### config.mk
export PLATFORM = sky130hd
export DESIGN_NAME = float_to_i
export DESIGN_NICKNAME = d
export VERILOG_FILES = /design/src/rtl/float_to_i.sv
export SDC_FILE = /design/constraint.sdc
export NUM_CORES = 1
export LEC_CHECK = 0
export ABC_AREA = 1
export CAP_MARGIN = 5
export CORE_UTILIZATION = 64
export DETAILED_ROUTE_END_ITERATION = 8
export PLACE_DENSITY = 0.87
export SLEW_MARGIN = 5
export SYNTH_ARGS = -nofsm -noshare
export SYNTH_HDL_FRONTEND = slang
export SYNTH_SLANG_ARGS = --single-unit
### constraint.sdc
create_clock -name clk -period 4.7 [get_ports clk]
set_clock_uncertainty 0.2 [all_clocks]
set_input_delay 0.94 -clock clk [delete_from_list [all_inputs] [get_ports clk]]
set_output_delay 0.94 -clock clk [all_outputs]
set_load 0.01 [all_outputs]
### src/rtl/float_to_i.sv
// float_to_i: multi-cycle IEEE-754 single to int32 converter, round toward zero
module float_to_i #(
  parameter int SHIFT_STEP = 4
) (
  input  logic        clk,
  input  logic        rst_n,
  input  logic        in_valid,
  output logic        in_ready,
  input  logic [31:0] in_data,
  output logic        out_valid,
  input  logic        out_ready,
  output logic [31:0] out_data,
  output logic        out_invalid,
  output logic        out_inexact,
  output logic        busy
);
  typedef enum logic [2:0] {IDLE, CLASSIFY, SHIFT, FINISH, HOLD} state_t;
  state_t state, state_nx;
  logic [31:0] din, acc, mask;
  logic [4:0] rem, m, k;
  logic [7:0] e;
  logic [22:0] f;
  logic s, left, neg, inv, sticky, norm;
  assign s = din[31];
  assign e = din[30:23];
  assign f = din[22:0];
  assign norm = e >= 8'd127 && e <= 8'd157;
  assign k = e >= 8'd150 ? 5'(e - 8'd150) : 5'(8'd150 - e);
  assign m = rem < 5'(SHIFT_STEP) ? rem : 5'(SHIFT_STEP);
  assign mask = (32'd1 << m) - 32'd1;
  assign in_ready = state == IDLE;
  assign busy = state != IDLE;
  assign out_valid = state == HOLD;
  // state register
  always_ff @(posedge clk or negedge rst_n)
    if (!rst_n) state <= IDLE;
    else state <= state_nx;
  // next-state: shift only when a normal operand needs alignment
  always_comb begin
    state_nx = state;
    case (state)
      IDLE:     state_nx = in_valid ? CLASSIFY : IDLE;
      CLASSIFY: state_nx = norm && k != 5'd0 ? SHIFT : FINISH;
      SHIFT:    state_nx = rem == m ? FINISH : SHIFT;
      FINISH:   state_nx = HOLD;
      HOLD:     state_nx = out_ready ? IDLE : HOLD;
      default:  state_nx = IDLE;
    endcase
  end
  // datapath: specials preload acc with the final value and clear neg
  always_ff @(posedge clk or negedge rst_n)
    if (!rst_n) begin
      din <= '0;
      acc <= '0;
      rem <= '0;
      left <= 1'b0;
      neg <= 1'b0;
      inv <= 1'b0;
      sticky <= 1'b0;
      out_data <= '0;
      out_invalid <= 1'b0;
      out_inexact <= 1'b0;
    end else
      case (state)
        IDLE: if (in_valid) din <= in_data;
        CLASSIFY: begin
          left <= e >= 8'd150;
          rem <= norm ? k : 5'd0;
          neg <= norm & s;
          sticky <= e < 8'd127 && |{e, f};
          inv <= !norm && e >= 8'd127 && !(s && e == 8'd158 && f == 23'd0);
          acc <= e < 8'd127 ? 32'd0 :
                 norm ? {8'd0, 1'b1, f} :
                 (e == 8'd255 && f != 23'd0) ? 32'h7FFF_FFFF :
                 s ? 32'h8000_0000 : 32'h7FFF_FFFF;
        end
        SHIFT: begin
          acc <= left ? acc << m : acc >> m;
          rem <= rem - m;
          sticky <= sticky | (!left && |(acc & mask));
        end
        FINISH: begin
          out_data <= neg ? -acc : acc;
          out_invalid <= inv;
          out_inexact <= sticky;
        end
        default: ;
      endcase
endmodule

* Word level (Yosys, flattened, before mapping)
Index checks and enable logic that the tools add are counted.
** Storage, ports and cells
- Flip-flop bits (word level) :: 110
- Latch bits :: 0
- Bits in writable memories :: 0
- Bits in read-only memories :: 0
- Input bits :: 36
- Output and inout port bits :: 37
- Word-level logic and storage cells :: 72
- Memories kept :: 0
** Cells by class
- $add $sub $neg :: 5
- Multipliers :: 0
- Divide/modulo/power cells :: 0
- Magnitude comparators :: 5
- Eq/ne operators :: 7
- Shift operators :: 3
- Mux-type cells :: 17
- Bitwise logic cells :: 3
- Reductions and logical operators :: 21
** Operators by type and width (count)
- $mux 32 :: 6
- $pmux 32 s2 :: 1
- $and 32x32->32 :: 1
- $neg 32->32 :: 1
- $reduce_or 32->1 :: 1
- $shl 1x5->32 const A :: 1
- $shl 32x5->32 :: 1
- $shr 32x5->32 :: 1
- $sub 32x1->32 const B :: 1
- $reduce_or 31->1 :: 1
- $logic_not 23->1 :: 1
- $reduce_bool 23->1 :: 1
- $eq 8x8->1 const B :: 2
- $mux 5 :: 3
- $pmux 3 s5 :: 1
- $pmux 5 s2 :: 1
- $logic_and 1x1->1 :: 9
- $ge 8x7->1 const B :: 1
- $ge 8x8->1 const B :: 1
- $le 8x8->1 const B :: 1
- $lt 8x7->1 const B :: 1
- $eq 3x2->1 const B :: 2
- $eq 5x5->1 :: 1
- $lt 5x3->1 const B :: 1
- other kinds (16) :: 20

* Depth between registers and ports, before layout
Gate-level depths: netlist of run 1.
- Word-level depth :: 9
- Depth in mapped cells :: 15
- Gate-level depth less buffers :: 14

* Least setup slack after synthesis of run 1
Ideal clock, no wire load.
- Path kind :: register to register
- Start :: reg rem[3]
- End :: reg sticky
- Setup time :: 0.116 ns
- Data arrival time :: 1.791 ns
- Required time :: 4.384 ns
- Slack :: 2.592 ns
- Stages on the path, launching flop included :: 15
- Path buffers :: 1
- Period minus slack after synthesis :: 2.108 ns
- Cells stage by stage :: dfrtp_1 > nor2_8 > nand2_2 > buf_6 > nor2_8 > nand2_1 > ha_1 > inv_1 > o21ai_0 > nand2_1 > nand3_1 > o21ai_1 > nand2_1 > nand2_1 > nand2_1
** Between the ends
- Longest elaborated chain between the ends :: 9
** Ends and longest elaborated chain
- start: declaration :: line 20 : logic [4:0] rem, m, k;
- start signal: assignment :: line 68 : rem <= norm ? k : 5'd0;
- start signal: assignment :: line 79 : rem <= rem - m;
- $lt 5x3->1 :: line 29 : assign m = rem < 5'(SHIFT_STEP) ? rem : 5'(SHIFT_STEP);
- $mux 5 (*) :: line 29
- $shl 1x5->32 (*) :: line 30 : assign mask = (32'd1 << m) - 32'd1;
- $sub 32x1->32 (*) :: line 30
- $and 32x32->32 (*) :: line 80 : sticky <= sticky | (!left && |(acc & mask));
- $reduce_or 32->1 (*) :: line 80
- $logic_and 1x1->1 (*) :: line 80
- $or 1x1->1 (*) :: line 80
- $pmux 1 s2 (*) :: line 64 : case (state)
- end signal: assignment :: line 70 : sticky <= e < 8'd127 && |{e, f};
- end signal: assignment :: line 80
- end: declaration :: line 23 : logic s, left, neg, inv, sticky, norm;
Mark *: on every way between the ends. The rest lies on a longest branch, timed or not.
A chain may end at the register's enable or synchronous reset.

* Worst setup path in the final report of run 1
- Start :: reg rem[3]
- End :: reg acc[4]
** Between the ends
- Longest elaborated chain between the ends :: 5
- Elaborated cells on any way between the ends :: 6
- Those cells by class :: 1 x order compare; 2 x shift; 3 x mux
** Ends and longest elaborated chain
- $lt 5x3->1 :: line 29
- $mux 5 (*) :: line 29
- $shr 32x5->32 or $shl 32x5->32 (tied branches) :: line 78 : acc <= left ? acc << m : acc >> m;
- $mux 32 (*) :: line 78
- $pmux 32 s2 (*) :: line 64
- end signal: assignment :: line 72 : acc <= e < 8'd127 ? 32'd0 :
- end signal: assignment :: line 78
- end: declaration :: line 19 : logic [31:0] din, acc, mask;
Marks and branches as above.

==> qor.yml, run 1 <==
cpMostUsedCell: "nand3_1"
drv_slew: 0
dieArea_sq_mm: 0.01343
hp-class: "flip-flop to flip-flop"
io_pins: 73
routed_wire_length_per_instance_um: 17.66
period_share_pct: 66.97
p_clk_share_pct: 11.0
yosys_warnings: 0
hold_buffers: 0
post_cts_buffers: 0
post-route-drc-count: 0
dr_wl_met3_um: 2897
place.gp.congestion: 1.040
start_util_pct: 65.77
via_per_inst: 6.210
hp-start: "out_data[9]"
final.setup.tns_ps: 0
track_usage_pct: 40.39
io_buffers: 72
status: "finished clean"
htreeDepth: 3
rsz0062_at_grt: "false"
synth-seq-area-share_pct: 33.16
syn-num-nets: 1339
syn_inst: 1292
grt_first_pass_wirelength_um: 41690
vias: 9277
drv_cap: 0
ys_top_cells_by_area: "dfrtp_1, nand2_1, nand3_1"
r2r-start: "rem[3]"
avgSynthCellArea_sq_um: 6.425
antenna_found_initial: 0
cp_max_fo: 39
area_growth_pct: 11.73
drt_wl_total_um: 26390
cts_resized: 0
crit_required_ps: 4740
cpMaxStageDelayCell: "nand3_2"
firstDrtPassIters: 9
dpl_cell_area_sq_mm: 0.008981
insertion_delay_ps: 370
finalSetupViolCount: 0
path_class: "flip-flop to flip-flop"
clkTransAtPathRegs_ps: 70
wl_met2_um: 12500
finalCriticalPeriod_ps: 3148
cp.arrival_ps: 3190
crit_buf_inv: 0
end_kind: "flip-flop"
top_layer_used: "met4"
hold_end: "out_data[9]"
path_cells: "nor2_8, nand3_2, nand2_1, nand3_1, nand3_1, o21ai_0, o21ai_1, nand3_1"
wl_met1_um: 9940
rr_worst_depth: 8
synth.ff_latch_count: 110
slew-limit-headroom_pct: 27.32
combPwrFrac_pct: 60.8
swShare_pct: 54.22
final.fill_count: 1039
yosys.area.top_type: "dfrtp_1"
post-place-cells: 1478
clock-sinks: 110
p_int_uw: 3184
fin_util_pct: 73.49
die_w_um: 115.9
clock.fmax_ghz: 0.3177
coreArea_sq_mm: 0.01262
synth_top_cell_area_share_pct: 33.16
ir_drop_mv: 0.5159
diodes: 0
final_cell_area_sq_mm: 0.009274
grt.overflow.total: 0
finalNetCount: 1364
critPathTopFamily: "simple AND/OR/NAND/NOR gates"
grt_max_degree: 61
instances_no_fill: 1494
p_per_area_mw_per_mm2: 750.0
drt_iter0_markers: 1290
synth.distinct_cells: 40
leakage_uw: 0.004485
max_stage_delay_ps: 810
ant_nets: 0
cts_tree: "done"
synth.cell_area_sq_mm: 0.008300
p_seq_share_pct: 28.2
startpoint_type: "flip-flop"
clk_path_buf_depth: 2
reg2reg_to: "acc[4]"
std_cell_rows: 41
drive_gt1_share_pct: 4.463
tightest_slew_ps: 1089
p_switching_uw: 3771
dp_hpwl_um: 19270
min_path_cells: 2
hold_viol_final: 0
clock-root-buffer: "clkbuf_16"
cts_buffers: 9
grt_pass1_vias: 8455
die_y_um: 115.9
r2r_slack_ps: 1550
[cell usage in the layout (no fill, tap or decap), types with 2 or more instances in the layout]
cell	n
o221ai_1	2
inv_2	7
clkinv_4	3
nand3b_1	3
nor2_2	5
a22oi_1	4
nor2_8	3
nor3_1	7
mux2_2	4
inv_1	94
o22ai_1	4
xor2_1	16
buf_4	11
nand2_2	5
o21a_1	2
o21ai_1	22
nand4_1	45
nor3_2	2
clkbuf_16	9
and2_1	5
nor2_4	2
nand2_1	347
a21oi_1	55
nor2_1	174
o211ai_1	12
a31oi_1	10
o21ai_0	42
nand3_2	3
o31ai_1	2
xnor2_1	2
clkdlybuf4s50_1	71
dfrtp_1	110
ha_1	11
nand3_1	219
[worst reg2reg max path, delay by kind of cell, from the launching register on]
| kind | cells | cell delay [ps] |
|---|---|---|
| AO/OA/AOI/OAI | 2 | 280 |
| AND/OR/NAND/NOR | 6 | 2050 |
| flip-flops | 1 | 490 |
[how the worst max path moves through the flow]
| stage | startpoint | end | slack [ps] | cells past startpoint |
|---|---|---|---|---|
| 6_report | rem[3] | acc[4] | 1550 | 8 |
| 3_5_place_dp | rem[3] | acc[4] | 1690 | 8 |
| 3_3_place_gp | rem[3] | acc[4] | 1670 | 8 |
| 2_1_floorplan | rem[3] | sticky | 2590 | 14 |
| 5_1_grt | rem[3] | acc[24] | 1320 | 10 |
| 4_1_cts | rem[3] | acc[4] | 1670 | 8 |
[area by class of cell]
cell class                 instances  area, sq um  area share [%]
clock inverter                     6        53.80          0.5801
clock buffer                      10        239.0           2.577
timing repair buffer              82        793.3           8.554
sequential                       110         2753           29.68
tap                              172        215.2           2.321
multi-input combinational       1013         4841           52.20
inverter                         101        379.1           4.088
[state kept, by name, indices dropped and copies added (netlist names)]
name	count
rem	5
acc	32
neg	1
state	3
inv	1
sticky	1
out_inexact	1
left	1
out_invalid	1
out_data	32
din	32
[through the flow]
stage / hold WS (ps) / power [uW] / worst slack [ps]
6_report: 282.5 / 6955 / 1552
3_3_place_gp: 252.0 / 5923 / 1674
5_1_grt: 310.4 / 7489 / 1323
3_5_place_dp: 268.9 / 6058 / 1686
4_1_cts: 289.5 / 6826 / 1670
2_1_floorplan: 271.4 / 4800 / 2592
[synthesized netlist by cell type]
master	count
xnor2_1	2
nand2_1	348
buf_1	5
nor3_2	1
a31oi_1	10
nor2_1	174
a22oi_1	4
inv_2	7
o21ai_1	22
nand3_1	219
o21ai_0	42
o21bai_1	1
o221ai_1	2
and2_1	5
dfrtp_1	110
buf_6	4
or2_2	1
o21a_1	2
nor3_1	8
a21oi_1	55
nor2_2	5
clkbuf_1	31
nor2_8	3
inv_1	94
nand3b_1	3
or2_0	1
conb_1	1
xor2_1	16
nand2_2	4
o31ai_1	2
o22ai_1	4
nor2_4	2
nand4_1	45
buf_2	22
mux2_2	4
buf_4	6
ha_1	11
nand3_2	3
a32oi_1	1
o211ai_1	12
[per-layer routing]
layer,up-vias,GRT usage [%]
met3,102,7.374
met5,-,0
met4,0,19.32
met2,623,67.18
li1,4331,-
met1,4221,50.76
[power by group through the flow]
stage / clock, uW / combinational, uW / sequential, uW
2_1_floorplan: 0 / 3030 / 1770
3_3_place_gp: 0 / 4000 / 1920
3_5_place_dp: 0 / 4110 / 1940
4_1_cts: 763 / 4140 / 1930
5_1_grt: 796 / 4690 / 2000
6_report: 767 / 4230 / 1960
[cell families after synthesis]
| group | count (synthesis) | share of synthesized area, % |
|---|---|---|
| compound gates | 157 | 10.45 |
| xor+xnor | 18 | 1.899 |
| fa+ha+maj | 11 | 1.658 |
| buf+inv | 169 | 8.607 |
| flops | 110 | 33.16 |
| mux | 4 | 0.5426 |
| other cells | 1 | 0.04518 |
| simple gates | 822 | 43.64 |
Power figures use the tool's default switching activity.
==> inputs of run 2 (changes only) <==
--- a/config.mk
+++ b/config.mk
@@ -7,9 +7,9 @@
 export LEC_CHECK = 0
 export ABC_AREA = 1
 export CAP_MARGIN = 5
-export CORE_UTILIZATION = 64
+export CORE_UTILIZATION = 54
 export DETAILED_ROUTE_END_ITERATION = 8
-export PLACE_DENSITY = 0.87
+export PLACE_DENSITY = 0.78
 export SLEW_MARGIN = 5
 export SYNTH_ARGS = -nofsm -noshare
 export SYNTH_HDL_FRONTEND = slang
==> constraint.sdc (replaced) <==
create_clock -name clk -period 2.87 [get_ports clk]
set_clock_uncertainty 0.2 [all_clocks]
set_input_delay 0.574 -clock clk [delete_from_list [all_inputs] [get_ports clk]]
set_output_delay 0.574 -clock clk [all_outputs]
set_load 0.01 [all_outputs]
==> run 2 against run 1 <==
Net effect:
- clock power rose by 59%
- setup slack got worse by 1100 ps
- cell area up 2.1%
- non-clock buffer count grew 21
- worst hold slack got worse by 270 ps
- clock-buffer cell count up 1
- largest power group unchanged
- highest routed layer unchanged
==> qor.yml, run 2 (synthesis results as in run 1) <==
use_met3_pct: 5.225  # -2.1 points
cts_tree: "done"
ant_nets: 0  # unchanged
reg.largest.list: "acc x32, din x32, out_data x32"
insertion_delay_ps: 360  # about the same
dp_hpwl_um: 19820  # +2.9%
vias: 9068  # -2.3%
path_class: "flip-flop to flip-flop"
final.setup.tns_ps: 0  # unchanged
leakage_uw: 0.004598  # +2.5%
track_usage_pct: 34.35  # -6.0 points
ir_drop_mv: 0.6790  # +32%
finalCriticalPeriod_ps: 2452  # -695.4 ps
clock-root-buffer: "clkbuf_16"
mostFrequentLayoutCell: "nand2_1"
crit_start: "rem[3]"
drt_iter0_markers: 944  # -27%
die_y_um: 126.0  # +8.7%
area_growth_pct: 14.02
r2r_slack_ps: 420  # -1130 ps
grt.overflow.total: 0  # unchanged
coreArea_sq_mm: 0.01475  # +17%
drv_cap: 0  # unchanged
finalSetupViolCount: 0  # unchanged
std_cell_rows: 44  # +7.3%
rr_worst_depth: 10  # +2
rsz0062_at_grt: "false"
cts_resized: 0  # unchanged
grt_pass1_vias: 8540  # +1.0%
clock.fmax_ghz: 0.4078  # +28%
hold_viol_final: 0  # unchanged
mostFrequentLayoutCells: "nand2_1, nand3_1, nor2_1, dfrtp_1, inv_1"
routed_wire_length_per_instance_um: 17.33  # -1.9%
io_buffers: 72  # unchanged
fin_util_pct: 64.15  # -9.3 points
slew-limit-headroom_pct: 64.28  # +37 points
post-route-drc-count: 0  # unchanged
met2_usage_pct: 54.73  # -12 points
start_util_pct: 56.26  # -9.5 points
place.gp.congestion: 0.9767  # -6.1%
die_w_um: 126.0  # +8.7%
htreeDepth: 3  # unchanged
grt_first_pass_wirelength_um: 43010  # +3.2%
dieArea_sq_mm: 0.01587  # +18%
clkTransAtPathRegs_ps: 70  # about the same
diodes: 0  # unchanged
finalNetCount: 1385  # +1.5%
io_pins: 73  # unchanged
period_share_pct: 85.45  # +18 points
cp.arrival_ps: 2480  # -710 ps
crit_required_ps: 2900  # -1840 ps
cts_buffers: 9  # unchanged
via_per_inst: 5.938  # -4.4%
startpoint_type: "flip-flop"
antenna_found_initial: 0  # unchanged
status: "finished clean"
grt_max_degree: 75  # +23%
drt_wl_total_um: 26460  # +0.27%
clock-sinks: 110  # unchanged
final.fill_count: 1444  # +39%
tightest_slew_ps: 533.9  # -555.2 ps
r2r-start: "rem[3]"
drv_slew: 0  # unchanged
p_per_area_mw_per_mm2: 1218  # +62%
end_kind: "flip-flop"
cp_max_fo: 12  # -69%
crit_path_end: "rem[4]"
grtUsageMet1_pct: 46.03  # -4.7 points
clk_path_buf_depth: 2  # unchanged
hp-class: "primary input to async pin"
drive_gt1_share_pct: 5.957  # +1.5 points
firstDrtPassIters: 5  # -4
hold_buffers: 0  # unchanged
post_cts_buffers: 0  # unchanged
busiest_layer: "met2"
reg2reg_to: "rem[4]"
==> run 2: power breakdown <==
| group | total (uW) | internal (uW) | switching (uW) | leakage (uW) |
|---|---|---|---|---|
| registers | 3130 | 2290 | 841 | 0.00131 |
| logic | 7180 | 2490 | 4690 | 0.00314 |
| clock network | 1220 | 637 | 583 | 0.000146 |
==> run 2: critical path: stages, from the launching register on <==
cell and delay (ps):
dfrtp_1 540, nor2_8 100, nand2_2 320, nand2_1 240, ha_1 260, inv_1 110, nand2_1 60, o21ai_0 120
a21oi_1 110, o21ai_0 160, o211ai_1 100
==> run 2: metrics by stage <==
| step | instances | cell area [sq um] | hold WS, ps | setup WS, ps | total power [uW] |
|---|---|---|---|---|---|
| floorplan | 1292 | 8300 | 78.41 | 762.2 | 7861 |
| global placement | 1511 | 9179 | 253.7 | 540.1 | 10050 |
| detailed placement | 1511 | 9179 | 264.5 | 465.0 | 10160 |
| CTS | 1527 | 9464 | 42.28 | 437.5 | 11410 |
| global route | 1527 | 9464 | 49.29 | 235.5 | 12510 |
| finish | 1527 | 9464 | 8.640 | 417.6 | 11530 |
==> run 2: per-layer routing <==
| layer | up-vias | share of wire, % | routed length [um] |
|---|---|---|---|
| met5 | - | 0 | 0 |
| met4 | 0 | 3.9 | 1021 |
| met3 | 78 | 8.3 | 2206 |
| li1 | 4369 | - | - |
| met1 | 4176 | 42 | 11170 |
| met2 | 445 | 46 | 12060 |
==> run 2: final cells by class <==
cell class              count  area [sq um]  area share, %
inverters                 101         379.1          4.006
clock inverters             5         32.53         0.3437
clock buffers              11         252.7          2.671
multi-input cells        1013          4841          51.15
repair buffers            103         975.9          10.31
flip-flops and latches    110          2753          29.09
well taps                 184         230.2          2.433
==> run 2: worst min path at each step <==
| stage | to | slack [ps] | startpoint | cells after the start |
|---|---|---|---|---|
| 5_1_grt | out_invalid | 50 | rst_n | 2 |
| 4_1_cts | out_invalid | 40 | rst_n | 2 |
| 3_5_place_dp | out_data[30] | 260 | out_data[30] | 2 |
| 2_1_floorplan | acc[0] | 80 | rst_n | 0 |
| 6_report | out_invalid | 9 | rst_n | 2 |
| 3_3_place_gp | out_inexact | 250 | out_inexact | 2 |
